`src/rtl/alu_pkg.sv`:
```
// Shared ALU definitions: multiplier FSM states, radix-4 Booth digit codes and
// the digit-count helper used by the sequential Booth multiplier.
package alu_pkg;

    typedef enum logic [1:0] {
        IDLE,
        RUN,
        DONE
    } mul_state_e;

    typedef enum logic [2:0] {
        ZERO,
        POS1,
        POS2,
        NEG1,
        NEG2
    } booth_digit_e;

    // Radix-4 digits needed to cover a width-bit operand after 2-bit extension.
    function automatic int booth_iter(input int width);
        return (width + 2) / 2;
    endfunction

    function automatic booth_digit_e booth_decode(input logic [2:0] bits);
        booth_digit_e d;
        case (bits)
            3'b001, 3'b010: d = POS1;
            3'b011:         d = POS2;
            3'b100:         d = NEG2;
            3'b101, 3'b110: d = NEG1;
            default:        d = ZERO;
        endcase
        return d;
    endfunction

endpackage

```
`src/rtl/booth_r4_encoder.sv`:
```
// Radix-4 Booth recoder: one overlapping multiplier triplet in, partial-product
// select bits out (negate, double, force-zero).
module booth_r4_encoder
    import alu_pkg::*;
(
    input  logic [2:0] bits_i,
    output logic       neg_o,
    output logic       two_o,
    output logic       zero_o
);

    booth_digit_e digit;

    always_comb begin
        digit  = booth_decode(bits_i);
        neg_o  = (digit == NEG1) || (digit == NEG2);
        two_o  = (digit == POS2) || (digit == NEG2);
        zero_o = (digit == ZERO);
    end

endmodule

```
`src/rtl/booth_multiplier_seq.sv`:
```
// Iterative radix-4 Booth multiplier, one digit per clock, start/done handshake.
// Define BOOTH_EARLY_TERM_EN to finish as soon as the remaining multiplier digits are all zero.
module booth_multiplier_seq
    import alu_pkg::*;
#(
    parameter int WIDTH = 32
) (
    input  logic                 clk,
    input  logic                 reset,
    input  logic                 start,
    input  logic                 is_signed,
    input  logic [WIDTH-1:0]     A,
    input  logic [WIDTH-1:0]     B,
    output logic                 busy,
    output logic                 done,
    output logic [2*WIDTH-1:0]   PRODUCT
);

    localparam int ITER = booth_iter(WIDTH);
    localparam int CW   = $clog2(ITER + 1);
    localparam int AW   = 2 * WIDTH + 2;
    localparam int MW   = WIDTH + 3;
    localparam logic [CW-1:0] LAST = CW'(ITER - 1);

    mul_state_e           state_q, state_d;
    logic [CW-1:0]        cnt_q, cnt_d;
    logic [AW-1:0]        accum_q, accum_d;
    logic [AW-1:0]        mcand_q, mcand_d;
    logic [MW-1:0]        mplier_q, mplier_d;
    logic [2*WIDTH-1:0]   product_q, product_d;

    logic                 a_sx, b_sx;
    logic [AW-1:0]        mcand_load;
    logic [MW-1:0]        mplier_load;
    logic                 dig_neg, dig_two, dig_zero;
    logic [AW-1:0]        pp_mag, addend, accum_step;
    logic [MW-1:0]        mplier_shift;
    logic                 last_iter;

    booth_r4_encoder u_enc (
        .bits_i (mplier_q[2:0]),
        .neg_o  (dig_neg),
        .two_o  (dig_two),
        .zero_o (dig_zero)
    );

    // Operand extension: sign bits only when is_signed, plus the Booth guard zero on B.
    always_comb begin
        a_sx        = is_signed & A[WIDTH-1];
        b_sx        = is_signed & B[WIDTH-1];
        mcand_load  = {{(WIDTH + 2){a_sx}}, A};
        mplier_load = {b_sx, b_sx, B, 1'b0};
    end

    always_comb begin
        pp_mag       = dig_two ? {mcand_q[AW-2:0], 1'b0} : mcand_q;
        addend       = dig_zero ? '0 : (dig_neg ? (~pp_mag + AW'(1)) : pp_mag);
        accum_step   = accum_q + addend;
        mplier_shift = {{2{mplier_q[MW-1]}}, mplier_q[MW-1:2]};
`ifdef BOOTH_EARLY_TERM_EN
        // Uniform remaining bits recode to 000/111 only, so no further digit contributes.
        last_iter    = (cnt_q == LAST) || (mplier_shift == '0) || (mplier_shift == '1);
`else
        last_iter    = (cnt_q == LAST);
`endif
    end

    always_comb begin
        state_d   = state_q;
        cnt_d     = cnt_q;
        accum_d   = accum_q;
        mcand_d   = mcand_q;
        mplier_d  = mplier_q;
        product_d = product_q;
        busy      = 1'b0;
        done      = 1'b0;

        case (state_q)
            IDLE, DONE: begin
                done = (state_q == DONE);
                if (start) begin
                    accum_d  = '0;
                    mcand_d  = mcand_load;
                    mplier_d = mplier_load;
                    cnt_d    = '0;
                    state_d  = RUN;
                end else begin
                    state_d  = IDLE;
                end
            end
            RUN: begin
                busy     = 1'b1;
                accum_d  = accum_step;
                mcand_d  = {mcand_q[AW-3:0], 2'b00};
                mplier_d = mplier_shift;
                cnt_d    = cnt_q + CW'(1);
                if (last_iter) begin
                    product_d = accum_step[2*WIDTH-1:0];
                    state_d   = DONE;
                end
            end
            default: state_d = IDLE;
        endcase
    end

    always_ff @(posedge clk) begin
        if (reset) begin
            state_q   <= IDLE;
            cnt_q     <= '0;
            product_q <= '0;
        end else begin
            state_q   <= state_d;
            cnt_q     <= cnt_d;
            product_q <= product_d;
        end
    end

    // Working registers are don't-care outside RUN, so they carry no reset.
    always_ff @(posedge clk) begin
        accum_q  <= accum_d;
        mcand_q  <= mcand_d;
        mplier_q <= mplier_d;
    end

    assign PRODUCT = product_q;

endmodule

```
`config.mk`:
```
export PLATFORM = sky130hd
export DESIGN_NAME = booth_multiplier_seq
export DESIGN_NICKNAME = d
export VERILOG_FILES = /design/src/rtl/alu_pkg.sv /design/src/rtl/booth_r4_encoder.sv /design/src/rtl/booth_multiplier_seq.sv
export SDC_FILE = /design/constraint.sdc
export NUM_CORES = 1
export LEC_CHECK = 0
export CORE_ASPECT_RATIO = 0.6
export CORE_UTILIZATION = 50
export CTS_CLUSTER_SIZE = 8
export DETAILED_ROUTE_END_ITERATION = 6
export PLACE_DENSITY = 0.7
export SLEW_MARGIN = 20
export SYNTH_ARGS = -nofsm -noshare
export SYNTH_HDL_FRONTEND = slang
export SYNTH_SLANG_ARGS = --single-unit
```
`constraint.sdc`:
```
create_clock -name clk -period 17 [get_ports clk]
set_clock_uncertainty 0.1 [all_clocks]
set_input_delay 2.55 -clock clk [delete_from_list [all_inputs] [get_ports clk]]
set_output_delay 2.55 -clock clk [all_outputs]
set_load 0.1 [all_outputs]
```
; ---- Word level (Yosys, flattened, before mapping)
; Cells that the tools add are included.
; W data, S select, Z words.
[word_totals]
ff_bits = 238
output_inout_bits = 66
ramBits = 0
latchBits = 0
memories = 0
rom_bits = 0
in_bits = 68
[classes]
n_reduce_logical = 11
shifts = 0
n_lt_le_gt_ge = 0
n_bitwise = 4
div_mod_pow = 0
muxes = 17
mul = 0
n_addsub = 3
eq_ne = 14
[op_table]
columns = operator, n
row1 = $mux W66, 5
row2 = $pmux W66 S2, 2
row3 = $pmux W35 S2, 1
row4 = $add A66 B1 Y66 const B, 1
row5 = $add A66 B66 Y66, 1
row6 = $not A66 Y66, 1
row7 = $mux W35, 1
row8 = $eq A3 B2 Y1 const B, 4
row9 = $eq A3 B3 Y1 const B, 4
row10 = $pmux W3 S4, 1
row11 = $pmux W5 S2, 1
row12 = $reduce_or A2 Y1, 3
row13 = $add A5 B1 Y5 const B, 1
row14 = $eq A5 B5 Y1 const B, 1
row15 = $mux W5, 1
row16 = $ne A2 B2 Y1 const B, 2
row17 = $pmux W2 S2, 1
row18 = $reduce_and A2 Y1, 2
row19 = $eq A3 B1 Y1 const B, 1
row20 = $logic_not A3 Y1, 1
row21 = $mux W1, 3
row22 = $reduce_and A3 Y1, 1
row23 = $and A1 B1 Y1, 2
row24 = $eq A2 B1 Y1 const B, 1
row25 = 6 further kinds, 7

; ---- Logic depth before layout (Yosys ltp)
; Gate-level depths: netlist of run 1.
[logic_depth]
ltp_word = 12
ltp_mapped = 29
mapped_depth_nobuf = 23

; ---- By module
; From an unflattened synthesis of run 1, not the netlist that was laid out.
[hier_totals]
cells_unflattened = 1958
hier_area_um2 = 15970.3
[modules_own_cells]
columns = mod, cells_each, area_each_um2, n_inst
row1 = booth_multiplier_seq, 1952, 15934.0, 1
row2 = booth_r4_encoder, 6, 36.3, 1

; ---- Least setup slack after synthesis of run 1
; Ideal clock, no wire load.
[synth_timing]
kind = register -> register
start = register mplier_q[0]
end = register product_q[62] (netlist: PRODUCT[62])
path_buffers = 5
path_stages_with_launch = 28
arrival_ps = 7591
period_less_slack_ps = 7766
setup_time_ps = 74
path_slack_ps = 9234
required_ps = 16826
path_cell_list = edfxtp_1 -> or3b_1 -> buf_4 -> nand2_4 -> buf_1 -> clkbuf_1 -> buf_1 -> mux2i_1 -> ha_1 -> o2111ai_1 -> nor4_2 -> nand3_1 -> or3_1 -> clkbuf_1 -> or4_1 -> a21boi_0 -> a21oi_1 -> o21ai_0 -> ha_1 -> nand2_1 -> or4_1 -> or2_2 -> o221ai_1 -> a31oi_1 -> o41ai_1 -> a41oi_1 -> or4_1 -> a31oi_1
[synth_between]
elab_chain_len = 11
elab_cells_between_ends = 21
classes_between = 2 x add/sub / 9 x eq/ne / 4 x mux / 1 x bitwise / 5 x reduce/logical
[synth_rtl]
columns = element, line
row1 = start: declaration, booth_multiplier_seq.sv:29  ; logic [MW-1:0] mplier_q, mplier_d;
row2 = start signal: assignment, booth_multiplier_seq.sv:122  ; mplier_q <= mplier_d;
row3 = $eq A3 B3 Y1 (tied with other cells), alu_pkg.sv:26  ; case (bits)
row4 = $reduce_or A2 Y1, alu_pkg.sv:26
row5 = $pmux W3 S4 *, alu_pkg.sv:26
row6 = $eq A3 B2 Y1 or $eq A3 B3 Y1 (tied branches), "booth_r4_encoder.sv:17, booth_r4_encoder.sv:16"
row7 = $logic_or A1 B1 Y1, booth_r4_encoder.sv:17  ; two_o = (digit == POS2) || (digit == NEG2);
row8 = $mux W66, booth_multiplier_seq.sv:56  ; pp_mag = dig_two ? {mcand_q[AW-2:0], 1'b0} : mcand_q;
row9 = $not A66 Y66, booth_multiplier_seq.sv:57  ; addend = dig_zero ? '0 : (dig_neg ? (~pp_mag + AW'(1)) : pp_mag);
row10 = $add A66 B1 Y66, booth_multiplier_seq.sv:57
row11 = $mux W66, booth_multiplier_seq.sv:57
row12 = $mux W66 *, booth_multiplier_seq.sv:57
row13 = $add A66 B66 Y66 *, booth_multiplier_seq.sv:58  ; accum_step = accum_q + addend;
row14 = end signal: assignment, booth_multiplier_seq.sv:114  ; product_q <= product_d;
row15 = end: declaration, booth_multiplier_seq.sv:30  ; logic [2*WIDTH-1:0] product_q, product_d;
; Every way passes the cells marked *; elsewhere a longest branch is shown, timed or not.
; A chain may end at the register's enable or synchronous reset.

; ---- Worst setup path after layout of run 1
[layout_timing]
start = register mplier_q[1]
end = register product_q[62] (netlist: PRODUCT[62])
; Same word-level chain as after synthesis.

==> impl_metrics.env, run 1 <==
export IMPL_outcome="complete, no violations"
export IMPL_hp_class="flop to flop"
export IMPL_final_cell_mix="337 x nand2_1, 209 x nor2_1, 163 x edfxtp_1"
export IMPL_clk_insertion_delay_late_ns=0.54
export IMPL_ios=134
export IMPL_syn_avg_cell_area_um2=8.25
export IMPL_drt_initial_drc_count=2019
export IMPL_vias_per_cell=6.29
export IMPL_crit_path_frequent_cell="or4_1"
export IMPL_worstPathArrival_ns=9.23
export IMPL_yosysSeqAreaShare_pct=37.7
export IMPL_die_w_um=238
export IMPL_wl_per_cell_um=22.3
export IMPL_syn_area_mm2=0.0167
export IMPL_antenna_found_initial=3
export IMPL_path_clk_slew_ns=0.05
export IMPL_synthDistinctLibCells=80
export IMPL_power_density_mw_per_mm2=131
export IMPL_maxCapViolations=0
export IMPL_finalWorstSetupSlack_ns=8.12
export IMPL_multi_input_area_mm2=0.00970
export IMPL_fin_cells=2543
export IMPL_final_period_utilization_pct=52.2
export IMPL_final_nets=2206
export IMPL_regArea_mm2=0.00632
export IMPL_maxSlewHeadroom_pct=24.7
export IMPL_cts_tree="yes"
export IMPL_place_inst=2484
export IMPL_grt_max_degree=95
export IMPL_fmax_mhz=113
export IMPL_routed_wl_um=56600
export IMPL_synth_seq_cells=234
export IMPL_tns_ns=0
export IMPL_fillers=3039
export IMPL_grt_use_total_pct=32.9
export IMPL_ant_nets=0
export IMPL_globalRouteOverflowTotal=0
export IMPL_synthFlopType="edfxtp_1"
export IMPL_path_class="flop to flop"
export IMPL_htree_levels=2
export IMPL_slowest_delay_ns=0.63
export IMPL_yosys_warnings=0
export IMPL_route_detailed_drc=0
export IMPL_cp_cell_sequence="buf_4 -> or3b_1 -> nand2_4 -> mux2i_1 -> ha_1 -> o2111ai_1 -> nor4_2 -> nand3_1 -> or3_1 -> or4_1 -> a21boi_0 -> a21oi_1 -> o21ai_0 -> ha_1 -> nand2_1 -> or4_1 -> or2_2 -> o221ai_1 -> a31oi_1 -> o41ai_1 -> buf_4 -> a41oi_1 -> or4_1 -> a31oi_1"
export IMPL_cp_end_kind="flop"
export IMPL_io_buffers=133
export IMPL_area_delta_synth_final_pct=14.9
export IMPL_hold_violations=0
export IMPL_crit_required_ns=17.35
export IMPL_vias=16000
export IMPL_ctsRootBufferMaster="clkbuf_16"
export IMPL_rows=51
export IMPL_fp_dieH_um=144
export IMPL_synth_edf_count=163
export IMPL_leakage_uw=0.00757
export IMPL_clock_sinks=234
export IMPL_cts_setup_buffers=0
export IMPL_grt_pass1_vias=14100
export IMPL_final_common_cell="nand2_1"
export IMPL_syn_nets=2164
export IMPL_drt_pre_antenna_iters=6
export IMPL_rsz0062_at_grt="false"
export IMPL_place_ws_ns=8.40
export IMPL_cts_hold_buffers=0
export IMPL_die_area_mm2=0.0343
export IMPL_cts_buffers=35
export IMPL_cp_start_kind="flop"
export IMPL_finalCriticalPeriod_ns=8.88
export IMPL_cts_resized=0
export IMPL_ys_async_sr_fraction_pct=0
export IMPL_cpMaxStageDelayCell="or3b_1"
export IMPL_drv_slew=0
export IMPL_postSynthCellCount=2029
export IMPL_setup_violations_final=0
export IMPL_dpl_hpwl_um=40900
export IMPL_core_mm2=0.0327
export IMPL_drive_gt1_share_pct=4.97
export IMPL_ir_worst_vdd_v=0.0000704
export IMPL_grt_first_pass_wirelength_um=85900
export IMPL_crit_fanout=70
export IMPL_gp_congestion=0.955
export IMPL_cts_buffer_depth=3
export IMPL_initial_core_util_pct=51.3
export IMPL_worstMarginPinSlew_ns=1.12
==> routing by layer <==
metal / global-route usage (%) / wire (um)
met3: 11.3 / 7400
met4: 5.57 / 736
met5: 0 / 0
met2: 41.4 / 21000
met1: 52.4 / 27500
==> logic make-up after synthesis <==
kind of cell / count (synthesis) / share of synthesized area (%)
buffers and inverters: 191 / 4.47
AO/OA/AOI/OAI: 592 / 23.2
adder cells (fa/ha/maj): 67 / 5.05
flip-flops: 234 / 37.7
AND/OR/NAND/NOR: 806 / 22.0
XOR/XNOR: 113 / 5.91
multiplexers: 26 / 1.63
==> worst paths after layout <==
path               startpoint           to  slack, ns  cells after the start
hold / removal    PRODUCT[46]  PRODUCT[46]       0.35                      2
setup / recovery  mplier_q[1]  PRODUCT[62]       8.12                     24
setup reg to reg  mplier_q[1]  PRODUCT[62]       8.12                     24
hold reg to reg   PRODUCT[46]  PRODUCT[46]       0.35                      2
==> report_power, final <==
part | internal [uW] | switching (uW) | total, uW
logic | 375 | 709 | 1080
clock network | 385 | 269 | 654
registers | 703 | 71.3 | 774
total | 1460 | 1050 | 2510
==> area by class of cell <==
class	instances	share of cell area (%)
well taps	450	2.93
multi-input cells	1604	50.4
inverters	41	0.826
flip-flops and latches	234	32.8
repair buffers	155	7.75
diodes	1	0.0130
clock inverters	4	0.312
clock buffers	54	4.92
==> Yosys cell counts (18+ instances only) <==
| master | number | area share, % |
|---|---|---|
| or3_1 | 20 | 0.75 |
| a22oi_1 | 28 | 1.3 |
| clkbuf_1 | 119 | 2.7 |
| and2_1 | 25 | 0.93 |
| o21bai_1 | 18 | 0.81 |
| xor2_1 | 53 | 2.8 |
| nand2_1 | 337 | 7.6 |
| nand4_1 | 25 | 0.93 |
| o21ai_0 | 125 | 3.7 |
| a21o_1 | 71 | 3.2 |
| a211oi_1 | 24 | 1.1 |
| ha_1 | 66 | 4.9 |
| nor3_1 | 40 | 1.2 |
| a21oi_1 | 154 | 4.6 |
| xnor2_1 | 60 | 3.1 |
| nor2_1 | 211 | 4.7 |
| nor2b_1 | 20 | 0.75 |
| inv_1 | 41 | 0.92 |
| nand3_1 | 38 | 1.1 |
| edfxtp_1 | 163 | 29 |
| dfxtp_1 | 71 | 8.5 |
==> worst max-delay path, delay by kind of cell, from the launching register on <==
| family | cells | cell delay, ns |
|---|---|---|
| buffers and inverters | 2 | 0.75 |
| AND/OR/NAND/NOR | 10 | 4.64 |
| adder cells (fa/ha/maj) | 2 | 0.57 |
| AO/OA/AOI/OAI | 9 | 2.08 |
| flip-flops | 1 | 0.31 |
| multiplexers | 1 | 0.29 |
==> sequential cells by signal, summed over array words and instances (netlist names) <==
name and count:
cnt_q 5, mcand_q 64, accum_q 64, state_q 2, PRODUCT 64, mplier_q 35
==> stage by stage <==
step                      total power (uW)  utilization [%]  hold slack, ns  instance area, um^2
after floorplan                       1510                -           0.352                16700
after global placement                1820             55.8           0.346                18200
after detailed placement              1820             55.8           0.346                18200
after CTS                             2490             58.9           0.353                19200
after global routing                  2650             58.9           0.366                19200
final                                 2510             58.9           0.351                19200
Note: power is estimated with default switching activity, not from simulation.
==> run 2: changes to the inputs <==
clock period = 9.05 ns   (was 17 ns; I/O delays follow)
==> impl_metrics.env, run 2 (synthesized netlist as in run 1, its figures left out) <==
export IMPL_final_period_utilization_pct=87.6
export IMPL_rows=51
export IMPL_io_buffers=133
export IMPL_grt_max_degree=91
export IMPL_clock_sinks=234
export IMPL_swShare_pct=42.2
export IMPL_vias=16000
export IMPL_maxCapViolations=0
export IMPL_area_delta_synth_final_pct=15.2
export IMPL_place_inst=2490
export IMPL_r2r_start="mplier_q[0]"
export IMPL_hp_class="flop to flop"
export IMPL_min_from="PRODUCT[46]"
export IMPL_fillers=2949
export IMPL_fmax_mhz=126
export IMPL_finalCriticalPeriod_ns=7.93
export IMPL_switchingPower_uw=2010
export IMPL_leakage_uw=0.00760
export IMPL_r2r_setup_slack_ns=1.12
export IMPL_routed_wl_um=58200
export IMPL_power_density_mw_per_mm2=247
export IMPL_cts_buffer_depth=3
export IMPL_ant_nets=0
export IMPL_cts_resized=0
export IMPL_wl_per_cell_um=22.8
export IMPL_drv_slew=0
export IMPL_maxSlewHeadroom_pct=18.3
export IMPL_p_seq_share_pct=30.5
export IMPL_diodes=0
export IMPL_grt_pass1_vias=14600
export IMPL_p_int_uw=2750
export IMPL_cts_hold_buffers=0
export IMPL_outcome="complete, no violations"
export IMPL_globalRouteOverflowTotal=0
export IMPL_utilization_pct=59.1
export IMPL_setup_violations_final=0
export IMPL_worstMarginPinSlew_ns=1.21
export IMPL_slowest_delay_ns=0.61
export IMPL_pwr_share_comb_pct=43.4
export IMPL_path_clk_slew_ns=0.06
export IMPL_cts_tree="yes"
export IMPL_regArea_mm2=0.00632
export IMPL_fin_hold_ws_ns=0.356
export IMPL_worstPathArrival_ns=8.29
export IMPL_path_class="flop to flop"
export IMPL_die_area_mm2=0.0343
export IMPL_ios=134
export IMPL_cp_startpoint="mplier_q[0]"
export IMPL_drive_gt1_share_pct=5.24
export IMPL_fin_cells=2550
export IMPL_initial_core_util_pct=51.3
export IMPL_cp_end_kind="flop"
export IMPL_tns_ns=0
export IMPL_cpMaxStageDelayCell="nor4_2"
export IMPL_ctsRootBufferMaster="clkbuf_16"
export IMPL_dpl_hpwl_um=42500
export IMPL_hold_violations=0
export IMPL_crit_required_ns=9.41
export IMPL_htree_levels=2
export IMPL_crit_fanout=21
export IMPL_core_mm2=0.0327
export IMPL_gp_congestion=0.966
export IMPL_cp_start_kind="flop"
export IMPL_drt_initial_drc_count=2083
export IMPL_final_common_cell="nand2_1"
export IMPL_route_detailed_drc=0
export IMPL_drt_pre_antenna_iters=6
export IMPL_multi_input_area_mm2=0.00970
export IMPL_vias_per_cell=6.25
export IMPL_rsz0062_at_grt="false"
export IMPL_cts_setup_buffers=0
export IMPL_p_clk_share_pct=26.0
export IMPL_final_nets=2212
export IMPL_grt_first_pass_wirelength_um=88300
export IMPL_grt_use_total_pct=34.0
export IMPL_fp_dieH_um=144
export IMPL_cp_cell_sequence="or3b_1 -> nand2_4 -> mux2i_1 -> ha_1 -> o2111ai_1 -> nor4_2 -> nand3_1 -> or3_1 -> or4_1 -> a21boi_0 -> a21oi_1 -> o21ai_0 -> ha_1 -> nand2_1 -> or4_1 -> or2_2 -> o221ai_1 -> a31oi_1 -> o41ai_1 -> buf_4 -> a41oi_1 -> or4_1 -> a31oi_1"
export IMPL_antenna_found_initial=2
export IMPL_clk_insertion_delay_late_ns=0.54
export IMPL_crit_path_frequent_cell="or4_1"
export IMPL_cts_buffers=35
export IMPL_ir_worst_vdd_v=0.000139
export IMPL_die_w_um=238
export IMPL_final_cell_mix="337 x nand2_1, 209 x nor2_1, 163 x edfxtp_1"
-- run 2: worst max-delay path: cells and delay by family (launching register included) --
family                   cells  cell delay (ns)
AO/OA/AOI/OAI                9             2.03
multiplexers                 1             0.23
adder cells (fa/ha/maj)      2             0.54
buffers and inverters        1             0.21
flip-flops                   1             0.52
AND/OR/NAND/NOR             10             4.21
-- run 2: stage by stage --
step                total power (uW)  area (um^2)  worst slack [ns]
floorplan                       2830        16700              1.28
detailed placement              3450        18300              1.31
CTS                             4700        19300              1.30
global route                    5000        19300             0.499
global placement                3440        18300              1.53
finish                          4760        19300              1.12
-- run 2: worst paths after layout --
kind | end | cells after the start
worst min-delay path | PRODUCT[46] | 2
worst max register to register | PRODUCT[62] | 23
worst max-delay path | PRODUCT[62] | 23
worst min register to register | PRODUCT[46] | 2
-- run 2: routing by layer --
metal / global-route usage [%] / vias to the layer above / wire [um]
met2: 42.3 / 785 / 21100
met4: 5.84 / 4 / 803
met3: 15.2 / 71 / 8380
met5: 0 / - / 27
li1: - / 7469 / -
met1: 52.2 / 7621 / 27900
-- run 2: layout make-up --
class	count	share of cell area, %
clock inverters	4	0.331
well taps	450	2.92
multi-input cells	1604	50.3
clock buffers	56	4.95
flip-flops and latches	234	32.7
inverters	41	0.823
repair buffers	161	7.96
-- run 2: power groups by stage --
stage | sequential (uW) | combinational [uW] | clock, uW
5_1_grt | 1470 | 2240 | 1300
4_1_cts | 1450 | 2000 | 1260
2_1_floorplan | 1390 | 1440 | 0
3_3_place_gp | 1460 | 1980 | 0
3_5_place_dp | 1470 | 1980 | 0
6_report | 1450 | 2070 | 1240
==> run 3: changes to the inputs <==
CAP_MARGIN = 20   (was default)
PLACE_DENSITY = 0.73   (was 0.7)
clock period = 7.28 ns   (was 9.05 ns; I/O delays follow)
==> impl_metrics.env, run 3 (synthesized netlist as in run 1, its figures left out) <==
export IMPL_maxSlewHeadroom_pct=29.0
export IMPL_rr_worst_depth=24
export IMPL_die_w_um=238
export IMPL_routed_wl_um=57000
export IMPL_grt_first_pass_wirelength_um=86700
export IMPL_clock_sinks=234
export IMPL_r2r_setup_slack_ns=0.36
export IMPL_finalCriticalPeriod_ns=6.92
export IMPL_final_cell_mix="337 x nand2_1, 209 x nor2_1, 163 x edfxtp_1"
export IMPL_ir_worst_vdd_v=0.000189
export IMPL_grt_pass1_vias=14500
export IMPL_grt_max_degree=100
export IMPL_dpl_hpwl_um=41100
export IMPL_crit_fanout=7
export IMPL_r2r_start="mplier_q[0]"
export IMPL_route_detailed_drc=0
export IMPL_initial_core_util_pct=51.3
export IMPL_p_total_uw=5940
export IMPL_vias=15900
export IMPL_path_class="flop to flop"
export IMPL_place_ws_ns=0.222
export IMPL_ios=134
export IMPL_crit_required_ns=7.42
export IMPL_tns_ns=0
export IMPL_final_common_cell="nand2_1"
export IMPL_utilization_pct=59.8
export IMPL_cp_start_kind="flop"
export IMPL_io_buffers=133
export IMPL_ant_nets=0
export IMPL_fin_hold_ws_ns=0.351
export IMPL_cts_tree="yes"
export IMPL_slowest_delay_ns=0.47
export IMPL_leakage_uw=0.00776
export IMPL_globalRouteOverflowTotal=0
export IMPL_die_area_mm2=0.0343
export IMPL_cts_hold_buffers=0
export IMPL_hp_class="flop to flop"
export IMPL_cp_startpoint="mplier_q[0]"
export IMPL_final_period_utilization_pct=95.0
export IMPL_htree_levels=2
export IMPL_crit_end="accum_q[57]"
export IMPL_drt_initial_drc_count=1962
export IMPL_path_clk_slew_ns=0.06
export IMPL_cts_buffer_depth=3
export IMPL_worstPathArrival_ns=7.06
export IMPL_rows=51
export IMPL_fmax_mhz=145
export IMPL_clk_insertion_delay_late_ns=0.54
export IMPL_grt_use_total_pct=33.2
export IMPL_fp_dieH_um=144
export IMPL_vias_per_cell=6.20
export IMPL_maxCapViolations=0
export IMPL_cp_cell_sequence="or3b_1 -> nand2_4 -> mux2i_1 -> ha_2 -> o2111ai_2 -> nor4_4 -> nand3_1 -> buf_4 -> or3_1 -> or2_2 -> mux2_2 -> o221a_2 -> nor2_1 -> ha_1 -> a21oi_1 -> o21ai_0 -> a31o_2 -> a2111oi_1 -> o211ai_1 -> a31o_2 -> and2_1 -> a41oi_1 -> xor2_1 -> nor2_1"
export IMPL_fillers=2936
export IMPL_cts_buffers=35
export IMPL_wl_per_cell_um=22.1
export IMPL_rsz0062_at_grt="false"
export IMPL_area_delta_synth_final_pct=16.7
export IMPL_hold_violations=0
export IMPL_cpMaxStageDelayCell="or3_1"
export IMPL_antenna_found_initial=0
export IMPL_setup_violations_final=0
export IMPL_worstMarginPinSlew_ns=1.06
export IMPL_gp_congestion=0.991
export IMPL_outcome="complete, no violations"
export IMPL_drt_pre_antenna_iters=6
export IMPL_drive_gt1_share_pct=6.64
export IMPL_core_mm2=0.0327
export IMPL_power_density_mw_per_mm2=304
export IMPL_final_nets=2238
export IMPL_finalWorstSetupSlack_ns=0.364
export IMPL_r2r_end="accum_q[57]"
export IMPL_cp_end_kind="flop"
export IMPL_drv_slew=0
export IMPL_diodes=0
export IMPL_ctsRootBufferMaster="clkbuf_16"
run 3: through the flow:
step | cells | area (um^2)
6_report | 2574 | 19500
5_1_grt | 2574 | 19500
4_1_cts | 2572 | 19500
3_5_place_dp | 2514 | 18500
3_3_place_gp | 2514 | 18500
2_1_floorplan | 2029 | 16800
run 3: layout make-up:
| cell class | count | area [um^2] | area share (%) |
|---|---|---|---|
| Clock buffer | 55 | 951 | 4.87 |
| Timing Repair Buffer | 187 | 1740 | 8.90 |
| Sequential cell | 234 | 6320 | 32.3 |
| Inverter | 41 | 159 | 0.813 |
| Clock inverter | 3 | 62.6 | 0.320 |
| Tap cell | 450 | 563 | 2.88 |
| Multi-Input combinational cell | 1604 | 9750 | 49.9 |
run 3: where the power goes:
part           internal, uW  switching [uW]
registers              1640             152
logic                   913            1690
clock network           928             619
total                  3480            2460
run 3: worst min path at each step:
stage	start	endpoint	slack, ns	depth (start not counted)
final	PRODUCT[48]	PRODUCT[48]	0.35	2
after global routing	PRODUCT[48]	PRODUCT[48]	0.39	2
after CTS	PRODUCT[48]	PRODUCT[48]	0.35	2
after detailed placement	PRODUCT[60]	PRODUCT[60]	0.35	2
after global placement	PRODUCT[60]	PRODUCT[60]	0.34	2
after floorplan	cnt_q[4]	cnt_q[4]	0.35	2
run 3: repair_timing:
action / 4_1_cts / 5_1_grt
resized for setup: 0 / 11
setup buffers: 0 / 2
endpoints found under the setup margin: 0 / 22
run 3: metal layers:
metal | routed length (um) | global-route usage [%] | share of wire (%)
met1 | 27400 | 51.2 | 48
met2 | 21100 | 42.0 | 37
met3 | 7730 | 13.3 | 14
met4 | 825 | 5.94 | 1.4
met5 | 0 | 0 | 0
run 3: worst max-delay path, delay by kind of cell (launching register included):
family | cells | cell delay [ns]
DFF | 1 | 0.43
AOI/OAI and AO/OA | 9 | 2.32
and+or+nand+nor | 9 | 2.23
buffers and inverters | 1 | 0.21
adders and majority gates | 2 | 0.61
xor gates and xnor gates | 1 | 0.23
muxes | 2 | 0.50
